### src/rtl/image_block_writer_if.sv
// Handshake and image RAM write bundle between the IDCT output, the block writer and the frame RAM.
// The slave modport is the writer; the master modport is the IDCT/RAM side that faces it.
interface image_block_writer_if #(
    parameter int TABLE_SIZE  = 64,
    parameter int PIXEL_WIDTH = 8,
    parameter int ADDR_WIDTH  = 17
);
    logic [TABLE_SIZE*PIXEL_WIDTH-1:0] table_data;
    logic                              table_valid;
    logic                              table_ready;
    logic                              restart;
    logic [ADDR_WIDTH-1:0]             image_RAM_address;
    logic [PIXEL_WIDTH-1:0]            image_RAM_data;
    logic                              image_RAM_WE;
    logic                              block_done;
    logic                              frame_done;
    logic                              busy;

    modport slave (
        input  table_data, table_valid, restart,
        output table_ready, image_RAM_address, image_RAM_data, image_RAM_WE,
               block_done, frame_done, busy
    );

    modport master (
        output table_data, table_valid, restart,
        input  table_ready, image_RAM_address, image_RAM_data, image_RAM_WE,
               block_done, frame_done, busy
    );
endinterface

### src/rtl/image_block_writer.sv
// Writes captured 8x8 pixel blocks into the frame RAM one pixel per clock, in raster block order.
// Addresses are stepped incrementally from a per-block base address, so no multiplier is needed.
module image_block_writer #(
    parameter int IMAGE_WIDTH  = 320,
    parameter int IMAGE_HEIGHT = 240,
    parameter int PIXEL_WIDTH  = 8,
    parameter int TABLE_SIZE   = 64,
    parameter int ADDR_WIDTH   = 17
) (
    input  logic                 clk,
    input  logic                 rst,
    image_block_writer_if.slave  bus
);
    localparam int BLOCK_COLS = IMAGE_WIDTH / 8;
    localparam int BLOCK_ROWS = IMAGE_HEIGHT / 8;
    localparam logic [ADDR_WIDTH-1:0] ROW_STEP = ADDR_WIDTH'(IMAGE_WIDTH - 7);
    localparam logic [ADDR_WIDTH-1:0] BLK_STEP = ADDR_WIDTH'(8);
    localparam logic [ADDR_WIDTH-1:0] ROW_WRAP = ADDR_WIDTH'(7 * IMAGE_WIDTH + 8);

    typedef enum logic {IDLE, WRITE} state_t;

    state_t                            state_q, state_d;
    logic [TABLE_SIZE*PIXEL_WIDTH-1:0] buf_q, buf_d;
    logic [5:0]                        k_q, k_d;
    logic [15:0]                       bx_q, bx_d, by_q, by_d;
    logic [ADDR_WIDTH-1:0]             base_q, base_d;
    logic [ADDR_WIDTH-1:0]             addr_q, addr_d;
    logic [PIXEL_WIDTH-1:0]            data_q, data_d;
    logic                              we_q, we_d;
    logic                              ready_q, ready_d;
    logic                              bdone_q, bdone_d;
    logic                              fdone_q, fdone_d;
    logic                              pend_q, pend_d;
    logic [5:0]                        k_nx;
    logic                              last_col, last_row;

    assign last_col = (bx_q == 16'(BLOCK_COLS - 1));
    assign last_row = (by_q == 16'(BLOCK_ROWS - 1));
    assign k_nx     = k_q + 6'd1;

    always_comb begin
        state_d = state_q;
        buf_d   = buf_q;
        k_d     = k_q;
        bx_d    = bx_q;
        by_d    = by_q;
        base_d  = base_q;
        addr_d  = addr_q;
        data_d  = data_q;
        pend_d  = pend_q;
        ready_d = ready_q;
        we_d    = 1'b0;
        bdone_d = 1'b0;
        fdone_d = 1'b0;
        case (state_q)
            IDLE: begin
                ready_d = 1'b1;
                if (bus.restart) begin
                    bx_d   = '0;
                    by_d   = '0;
                    base_d = '0;
                end
                if (bus.table_valid && ready_q) begin
                    state_d = WRITE;
                    buf_d   = bus.table_data;
                    k_d     = '0;
                    ready_d = 1'b0;
                    we_d    = 1'b1;
                    data_d  = bus.table_data[PIXEL_WIDTH-1:0];
                    addr_d  = bus.restart ? '0 : base_q;
                    pend_d  = 1'b0;
                end
            end
            WRITE: begin
                if (bus.restart) pend_d = 1'b1;
                if (k_q == 6'd63) begin
                    state_d = IDLE;
                    ready_d = 1'b1;
                    pend_d  = 1'b0;
                    // A restart seen at any point during the block overrides the normal advance
                    if (pend_q || bus.restart) begin
                        bx_d   = '0;
                        by_d   = '0;
                        base_d = '0;
                    end else if (last_col) begin
                        bx_d = '0;
                        if (last_row) begin
                            by_d   = '0;
                            base_d = '0;
                        end else begin
                            by_d   = by_q + 16'd1;
                            base_d = base_q + ROW_WRAP;
                        end
                    end else begin
                        bx_d   = bx_q + 16'd1;
                        base_d = base_q + BLK_STEP;
                    end
                end else begin
                    k_d     = k_nx;
                    we_d    = 1'b1;
                    data_d  = buf_q[k_nx*PIXEL_WIDTH +: PIXEL_WIDTH];
                    addr_d  = (k_q[2:0] == 3'd7) ? addr_q + ROW_STEP : addr_q + 1'b1;
                    bdone_d = (k_nx == 6'd63);
                    fdone_d = (k_nx == 6'd63) && last_col && last_row;
                end
            end
            default: state_d = IDLE;
        endcase
    end

    always_ff @(posedge clk or posedge rst) begin
        if (rst) begin
            state_q <= IDLE;
            buf_q   <= '0;
            k_q     <= '0;
            bx_q    <= '0;
            by_q    <= '0;
            base_q  <= '0;
            addr_q  <= '0;
            data_q  <= '0;
            we_q    <= 1'b0;
            ready_q <= 1'b1;
            bdone_q <= 1'b0;
            fdone_q <= 1'b0;
            pend_q  <= 1'b0;
        end else begin
            state_q <= state_d;
            buf_q   <= buf_d;
            k_q     <= k_d;
            bx_q    <= bx_d;
            by_q    <= by_d;
            base_q  <= base_d;
            addr_q  <= addr_d;
            data_q  <= data_d;
            we_q    <= we_d;
            ready_q <= ready_d;
            bdone_q <= bdone_d;
            fdone_q <= fdone_d;
            pend_q  <= pend_d;
        end
    end

    assign bus.table_ready       = ready_q;
    assign bus.image_RAM_address = addr_q;
    assign bus.image_RAM_data    = data_q;
    assign bus.image_RAM_WE      = we_q;
    assign bus.block_done        = bdone_q;
    assign bus.frame_done        = fdone_q;
    assign bus.busy              = (state_q == WRITE);
endmodule

### src/flat_wrapper.sv
// flat-port wrapper written by rule: the top's interface ports become plain ports
module image_block_writer_flat 
#(
    parameter int IMAGE_WIDTH  = 320,
    parameter int IMAGE_HEIGHT = 240,
    parameter int PIXEL_WIDTH  = 8,
    parameter int TABLE_SIZE   = 64,
    parameter int ADDR_WIDTH   = 17
)
  (clk, rst, bus_table_data, bus_table_valid, bus_restart, bus_table_ready, bus_image_RAM_address, bus_image_RAM_data, bus_image_RAM_WE, bus_block_done, bus_frame_done, bus_busy);
  image_block_writer_if #(.TABLE_SIZE(TABLE_SIZE), .PIXEL_WIDTH(PIXEL_WIDTH), .ADDR_WIDTH(ADDR_WIDTH)) bus_i ();
  input  logic clk;
  input  logic rst;
  input wire logic [$bits(bus_i.table_data)-1:0] bus_table_data;
  input wire logic [$bits(bus_i.table_valid)-1:0] bus_table_valid;
  input wire logic [$bits(bus_i.restart)-1:0] bus_restart;
  output wire logic [$bits(bus_i.table_ready)-1:0] bus_table_ready;
  output wire logic [$bits(bus_i.image_RAM_address)-1:0] bus_image_RAM_address;
  output wire logic [$bits(bus_i.image_RAM_data)-1:0] bus_image_RAM_data;
  output wire logic [$bits(bus_i.image_RAM_WE)-1:0] bus_image_RAM_WE;
  output wire logic [$bits(bus_i.block_done)-1:0] bus_block_done;
  output wire logic [$bits(bus_i.frame_done)-1:0] bus_frame_done;
  output wire logic [$bits(bus_i.busy)-1:0] bus_busy;
  assign bus_i.table_data = bus_table_data;
  assign bus_i.table_valid = bus_table_valid;
  assign bus_i.restart = bus_restart;
  assign bus_table_ready = bus_i.table_ready;
  assign bus_image_RAM_address = bus_i.image_RAM_address;
  assign bus_image_RAM_data = bus_i.image_RAM_data;
  assign bus_image_RAM_WE = bus_i.image_RAM_WE;
  assign bus_block_done = bus_i.block_done;
  assign bus_frame_done = bus_i.frame_done;
  assign bus_busy = bus_i.busy;
  image_block_writer #(.IMAGE_WIDTH(IMAGE_WIDTH), .IMAGE_HEIGHT(IMAGE_HEIGHT), .PIXEL_WIDTH(PIXEL_WIDTH), .TABLE_SIZE(TABLE_SIZE), .ADDR_WIDTH(ADDR_WIDTH)) u_core (.clk(clk), .rst(rst), .bus(bus_i));
endmodule
### config.mk
export PLATFORM = sky130hd
export DESIGN_NAME = image_block_writer_flat
export DESIGN_NICKNAME = d
export VERILOG_FILES = /design/src/rtl/image_block_writer_if.sv /design/src/rtl/image_block_writer.sv /design/src/flat_wrapper.sv
export SDC_FILE = /design/constraint.sdc
export NUM_CORES = 2
export LEC_CHECK = 0
export CAP_MARGIN = 15
export CORE_AREA = 2 2 241 243
export CTS_BUF_LIST = sky130_fd_sc_hd__clkbuf_4 sky130_fd_sc_hd__clkbuf_8
export CTS_CLUSTER_SIZE = 8
export DETAILED_ROUTE_END_ITERATION = 8
export DIE_AREA = 0 0 243 245
export PLACE_DENSITY_LB_ADDON = 0.12
export SYNTH_ARGS = -nofsm -noshare
export SYNTH_HDL_FRONTEND = slang
export SYNTH_SLANG_ARGS = --single-unit
export TNS_END_PERCENT = 50
### constraint.sdc
create_clock -name clk -period 42.5 [get_ports clk]
set_input_delay 8.5 -clock clk [delete_from_list [all_inputs] [get_ports clk]]
set_output_delay 8.5 -clock clk [all_outputs]
set_load 0.02 [all_outputs]
Word-level counts from Yosys, hierarchy flattened
Index checks and enable logic that the tools add are counted.
{"block": "classes", "n_addsub": 7, "eq_ne": 11, "shifts": 1, "muxes": 40, "bitwise_logic": 1, "reduce_logical": 9}
{"operator": "$shiftx A512 B10 Y8", "count": 1}
{"operator": "$mux W17", "count": 8}
{"operator": "$mux W16", "count": 8}
{"operator": "$pmux W17 S2", "count": 2}
{"operator": "$pmux W16 S2", "count": 2}
{"operator": "$add A16 B1 Y16 const B", "count": 2}
{"operator": "$add A17 B1 Y17 const B", "count": 1}
{"operator": "$add A17 B12 Y17 const B", "count": 1}
{"operator": "$add A17 B4 Y17 const B", "count": 1}
{"operator": "$add A17 B9 Y17 const B", "count": 1}
{"operator": "$eq A16 B5 Y1 const B", "count": 1}
{"operator": "$eq A16 B6 Y1 const B", "count": 1}
{"operator": "$mux W8", "count": 2}
{"operator": "$pmux W8 S2", "count": 1}
{"operator": "$eq A6 B6 Y1 const B", "count": 2}
{"operator": "$mux W6", "count": 2}
{"operator": "$pmux W6 S2", "count": 1}
{"operator": "$mux W1", "count": 11}
{"operator": "$reduce_and A2 Y1", "count": 4}
{"operator": "$add A6 B1 Y6 const B", "count": 1}
{"operator": "$ne A2 B2 Y1 const B", "count": 3}
{"operator": "$ne A3 B3 Y1 const B", "count": 2}
{"operator": "$pmux W1 S2", "count": 3}
{"operator": "$eq A3 B3 Y1 const B", "count": 1}
{"operator": "other kinds (5)", "count": 7}
{"block": "totals", "ff_bits": 597, "inputBits": 516, "out_inout_bits": 30, "word_cells": 81}

Logic depth before layout (Yosys ltp)
{"block": "logic_depth", "ltp_word": 6, "ltp_mapped": 15, "ltp_nobuf": 8}

Worst setup path after synthesis
Ideal clock, no wire load.
{"block": "synth_timing", "kind": "input to register", "from": "in bus_restart", "to": "reg u_core.bx_q[5]", "setup_ns": 0.110, "arrival_ns": 9.859, "required_time_ns": 42.390, "setup_slack_ns": 32.530, "cell_stages": 5, "path_buffers": 1, "cell_sequence": "nor2_1 > and4_1 > nand2_1 > buf_2 > o41ai_1"}
{"block": "synth_between", "elab_chain_cells": 4, "word_cells_on_any_way": 6, "cone_classes": "1 x eq/ne; 3 x mux; 2 x reduce/logical"}
{"item": "start, declared", "line_no": "flat_wrapper.sv:16", "source": "input wire logic [$bits(bus_i.restart)-1:0] bus_restart;"}
{"item": "$logic_or A1 B1 Y1", "line_no": "image_block_writer.sv:81", "source": "if (pend_q || bus.restart) begin"}
{"item": "$mux W16", "line_no": "image_block_writer.sv:81"}
{"item": "$mux W16", "line_no": "image_block_writer.sv:76", "source": "if (k_q == 6'd63) begin"}
{"item": "$pmux W16 S2", "line_no": "image_block_writer.sv:55", "source": "case (state_q)"}
{"item": "end signal, assigned", "line_no": "image_block_writer.sv:116", "source": "bx_q <= '0;"}
{"item": "end signal, assigned", "line_no": "image_block_writer.sv:130", "source": "bx_q <= bx_d;"}
{"item": "end, declared", "line_no": "image_block_writer.sv:25", "source": "logic [15:0] bx_q, bx_d, by_q, by_d;"}
Parallel ways exist; a longest one is shown, timed or not. The select of a mux whose other input is x is not followed.
A chain may end at the register's enable or synchronous reset.

Worst setup path after layout
{"block": "layout_timing", "from": "in bus_table_valid", "to": "reg u_core.buf_q[350]"}
{"block": "layout_between", "elab_chain_cells": 2}
{"item": "start, declared", "line_no": "flat_wrapper.sv:15", "source": "input wire logic [$bits(bus_i.table_valid)-1:0] bus_table_valid;"}
{"item": "$logic_and A1 B1 Y1", "line_no": "image_block_writer.sv:63", "source": "if (bus.table_valid && ready_q) begin"}
{"item": "$reduce_and A2 Y1 (no source line)"}
{"item": "end signal, assigned", "line_no": "image_block_writer.sv:128", "source": "buf_q <= buf_d;"}
{"item": "end, declared", "line_no": "image_block_writer.sv:23", "source": "logic [TABLE_SIZE*PIXEL_WIDTH-1:0] buf_q, buf_d;"}
No other way between the ends.

==> key figures <==
STA
  – Fin Setup TNS: 0 ns
  – Unrepaired setup endpoints after global routing: false
  – Fin crit period: 11.82 ns
  – Worst slew pin tran: 1.11 ns
  – Endpoints failing setup: 0
  – Slew Limit Fails: 0
  – Fmax: 0.0846 GHz
  – Slew Limit Headroom: 0.259
  – Final worst-path cycle share: 0.278
  – Final Hold Viols: 0
  – Final Skew: 0.0265 ns
  – Hold WS: 0.469 ns

Power and ir drop
  – Int Pwr: 0.00167 W
  – Sw power: 0.00102 W
  – Logic pwr share: 0.440
  – Clock share of power: 0.199
  – Max rail drop VDD: 0.0462 mV
  – Pwr per Cell Area: 74.5 nW/um^2
  – Static leakage: 17.3 nW
  – Sequential share of power: 0.361
  – Sw frac: 0.380

Placed design
  – DP HPWL: 63200 um
  – Placed instance area: 34000 sq um
  – Input/output buffers: 545
  – Global placement routability congestion: 0.898

Worst setup path
  – FF-to-FF setup slack: 37.25 ns
  – Worst setup EP type: flop
  – Worst Reg-to-Reg Cells: 8
  – Critical path class: input pin to flop
  – Req. time, crit path: 43.14 ns
  – Reg2reg end: u_core.bus.image_RAM_data[6]
  – FF-to-FF Start: u_core.k_q[0]
  – Crit Path Max Fanout: 219
  – Beginning of the critical path: bus_table_valid
  – Crit path DAT: 12.46 ns
  – Worst setup SP type: input pin
  – End of the critical path: u_core.buf_q[350]

CTS
  – Hold_buf cts: 0
  – H-tree depth: 3
  – CTS Buffer Depth: 3
  – Clock latency at the later pin of the worst-skew pair: 0.70 ns
  – Postcts setup bufs: 0
  – TritonCTS clock tree: yes
  – Inserted Clock Buffers: 100
  – Worst-path clk slew: 0.06 ns
  – Clk sink count: 597
  – Root buffer cell: clkbuf_8
  – Gates resized, CTS repair: 0

Die
  – Die Y-Extent: 245 um
  – I/O pin total: 546
  – Row cnt: 88
  – DIE AREA: 59500 sq um
  – Initial core utilization: 0.494
  – Core area: 57000 sq um
  – Die width: 243 um

Yosys
  – Syn Area/Cell: 9.45 sq um
  – Post-Synth Adder-Cell Area: 0.00400
  – Post-synth EDFFs: 0
  – Cell Area, Synth: 28200 sq um
  – Main flop type after synthesis: dfrtp_1
  – Mapped Nets: 3504
  – Post-synthesis simple-gate area fraction: 0.251
  – Synth cell types: 76
  – Synth top area cells: dfrtp_1 53%, nand2_1 21%, mux4_2 12%
  – Seq/Total Area, Yosys: 0.531
  – Area share of the largest cell type after synthesis: 0.530
  – Compound-gate portion of the synthesized area: 0.0479
  – Post-Synth XOR/XNOR Area: 0.00844
  – Main combinational cell family by area after synthesis: simple AND/OR/NAND/NOR gates
  – Asr flop ratio synth: 1.00
  – Mux contribution to synthesized area: 0.125
  – Syn Inst Count: 2979
  – Ys Warns: 0
  – Synth Register Bits: 597
  – Yosys top cell by area: dfrtp_1

GRT
  – First-pass GRT wire length: 135000 um
  – Vias in the first global route: 23200
  – Initial antenna violation count: 33
  – Largest net degree at the start of global routing: 238
  – Grt ovf: 0
  – Global-route usage over all layers: 0.295

Route
  – Initial drt markers: 1946
  – Via count: 23400
  – Avg WL per Cell: 20.5 um
  – Antenna Nets Post-Route: 0
  – First-pass detailed-route iteration total: 6
  – DRC: 0
  – Drt total wl: 88500 um
  – Vias per cell: 5.41

Job
  – Max-Cap Viols: 0

Run status
  – Status: finished, final reports clean

Final layout
  – P&R area growth vs syn: 28.3%
  – Layout cells sized above 1: 0.107
  – Final #Nets: 3991
  – Final Cell Area: 36100 sq um

Min path
  – Worst Hold Class: flop to flop
cell type report:
cell class / count / area (sq um)
clock buffer: 159 / 1970
sequential: 597 / 14900
antenna: 15 / 37.5
timing repair buffer: 570 / 5690
multi-input combinational: 2178 / 12300
clock inverter: 15 / 130
inverter: 19 / 78.8
tap: 765 / 957
fill: 4895 / 20900
power by group through the flow:
stage / clock network (W) / registers (W) / logic, W
after floorplan: 0 / 0.000931 / 0.000838
final: 0.000535 / 0.000972 / 0.00119
after global placement: 0 / 0.000960 / 0.00118
after detailed placement: 0 / 0.000978 / 0.00119
after CTS: 0.000546 / 0.000969 / 0.00120
after global routing: 0.000571 / 0.00100 / 0.00129
critical path, stage by stage:
cell	delay, ns
clkdlybuf4s50_1	0.55
and3_4	0.61
buf_4	0.85
buf_4	0.64
buf_12	0.61
nand2_1	0.17
nand2_1	0.11
cells by family (layout without fill, tap and decap cells):
kind of cell / after synthesis / count (layout)
other cells: 0 / 15
buf+inv: 204 / 763
fa+ha+maj: 9 / 9
mux: 167 / 167
compound gates: 191 / 191
xor+xnor: 25 / 25
simple gates: 1786 / 1786
flops: 597 / 597
cells in the mapped netlist, types with 6 or more instances:
cell,count
buf_2,33
o31ai_1,6
dfrtp_1,596
and4_1,6
and3_1,26
nand2_1,1591
or3_1,6
clkbuf_1,133
nor2_1,59
o22ai_1,8
a211oi_1,19
nor3_1,9
a21oi_1,27
nand2b_1,6
and2_1,7
nor2b_1,10
a222oi_1,6
xnor2_1,7
xor2_1,17
buf_6,9
a22o_1,7
mux4_2,148
nand3_1,30
a31oi_1,6
o21ai_0,55
inv_1,18
mux2i_1,17
o32a_1,7
ha_1,9
nand4_1,15
how the worst min path moves through the flow:
stage | startpoint | cells past startpoint | end | slack [ns]
3_3_place_gp | u_core.buf_q[15] | 2 | u_core.buf_q[15] | 0.45
5_1_grt | u_core.buf_q[206] | 2 | u_core.buf_q[206] | 0.48
3_5_place_dp | u_core.buf_q[11] | 2 | u_core.buf_q[11] | 0.46
4_1_cts | u_core.buf_q[11] | 2 | u_core.buf_q[11] | 0.47
6_report | u_core.buf_q[9] | 2 | u_core.buf_q[9] | 0.47
2_1_floorplan | u_core.buf_q[104] | 2 | u_core.buf_q[104] | 0.44
per-layer routing:
metal	wire, um	global-route usage
met5	223	0
met4	3150	0.113
met3	6630	0.0743
met2	42700	0.476
met1	35800	0.388
stage by stage:
stage,total power [W],cells,utilization,setup slack (ns)
floorplan,0.00177,2979,-,17.29
global placement,0.00214,4128,0.596,30.21
detailed placement,0.00217,4128,0.596,30.11
CTS,0.00271,4302,0.632,30.86
global route,0.00286,4313,0.633,30.50
finish,0.00269,4318,0.634,30.68
placed cells by master (no fill, tap or decap), types with 6 or more instances in the layout:
cell	count
or3_1	6
nor3_1	9
nor2b_1	10
nand2b_1	6
a22o_1	7
o31ai_1	6
a222oi_1	6
buf_4	22
a21oi_1	27
xor2_1	17
mux2i_1	17
and3_1	25
nor2_1	59
diode_2	15
clkinv_2	8
nand4_1	15
inv_1	17
clkbuf_8	124
a31oi_1	6
dfrtp_1	595
nand2_1	1591
clkdlybuf4s50_1	545
ha_1	7
o22ai_1	8
a211oi_1	19
nand3_1	29
o21ai_0	55
and4_1	6
xnor2_1	7
o32a_1	7
clkbuf_4	35
and2_1	7
mux4_2	148
state kept, by name (all words and copies together), names as in the netlist:
| signal | count |
|---|---|
| u_core.bus.image_RAM_address | 17 |
| u_core.bus.busy | 1 |
| u_core.by_q | 16 |
| u_core.buf_q | 512 |
| u_core.bus.block_done | 1 |
| u_core.k_q | 6 |
| u_core.bus.image_RAM_data | 8 |
| u_core.bus.table_ready | 1 |
| u_core.bus.frame_done | 1 |
| u_core.pend_q | 1 |
| u_core.base_q | 17 |
| u_core.bx_q | 16 |
(Power assumes the default switching activity.)
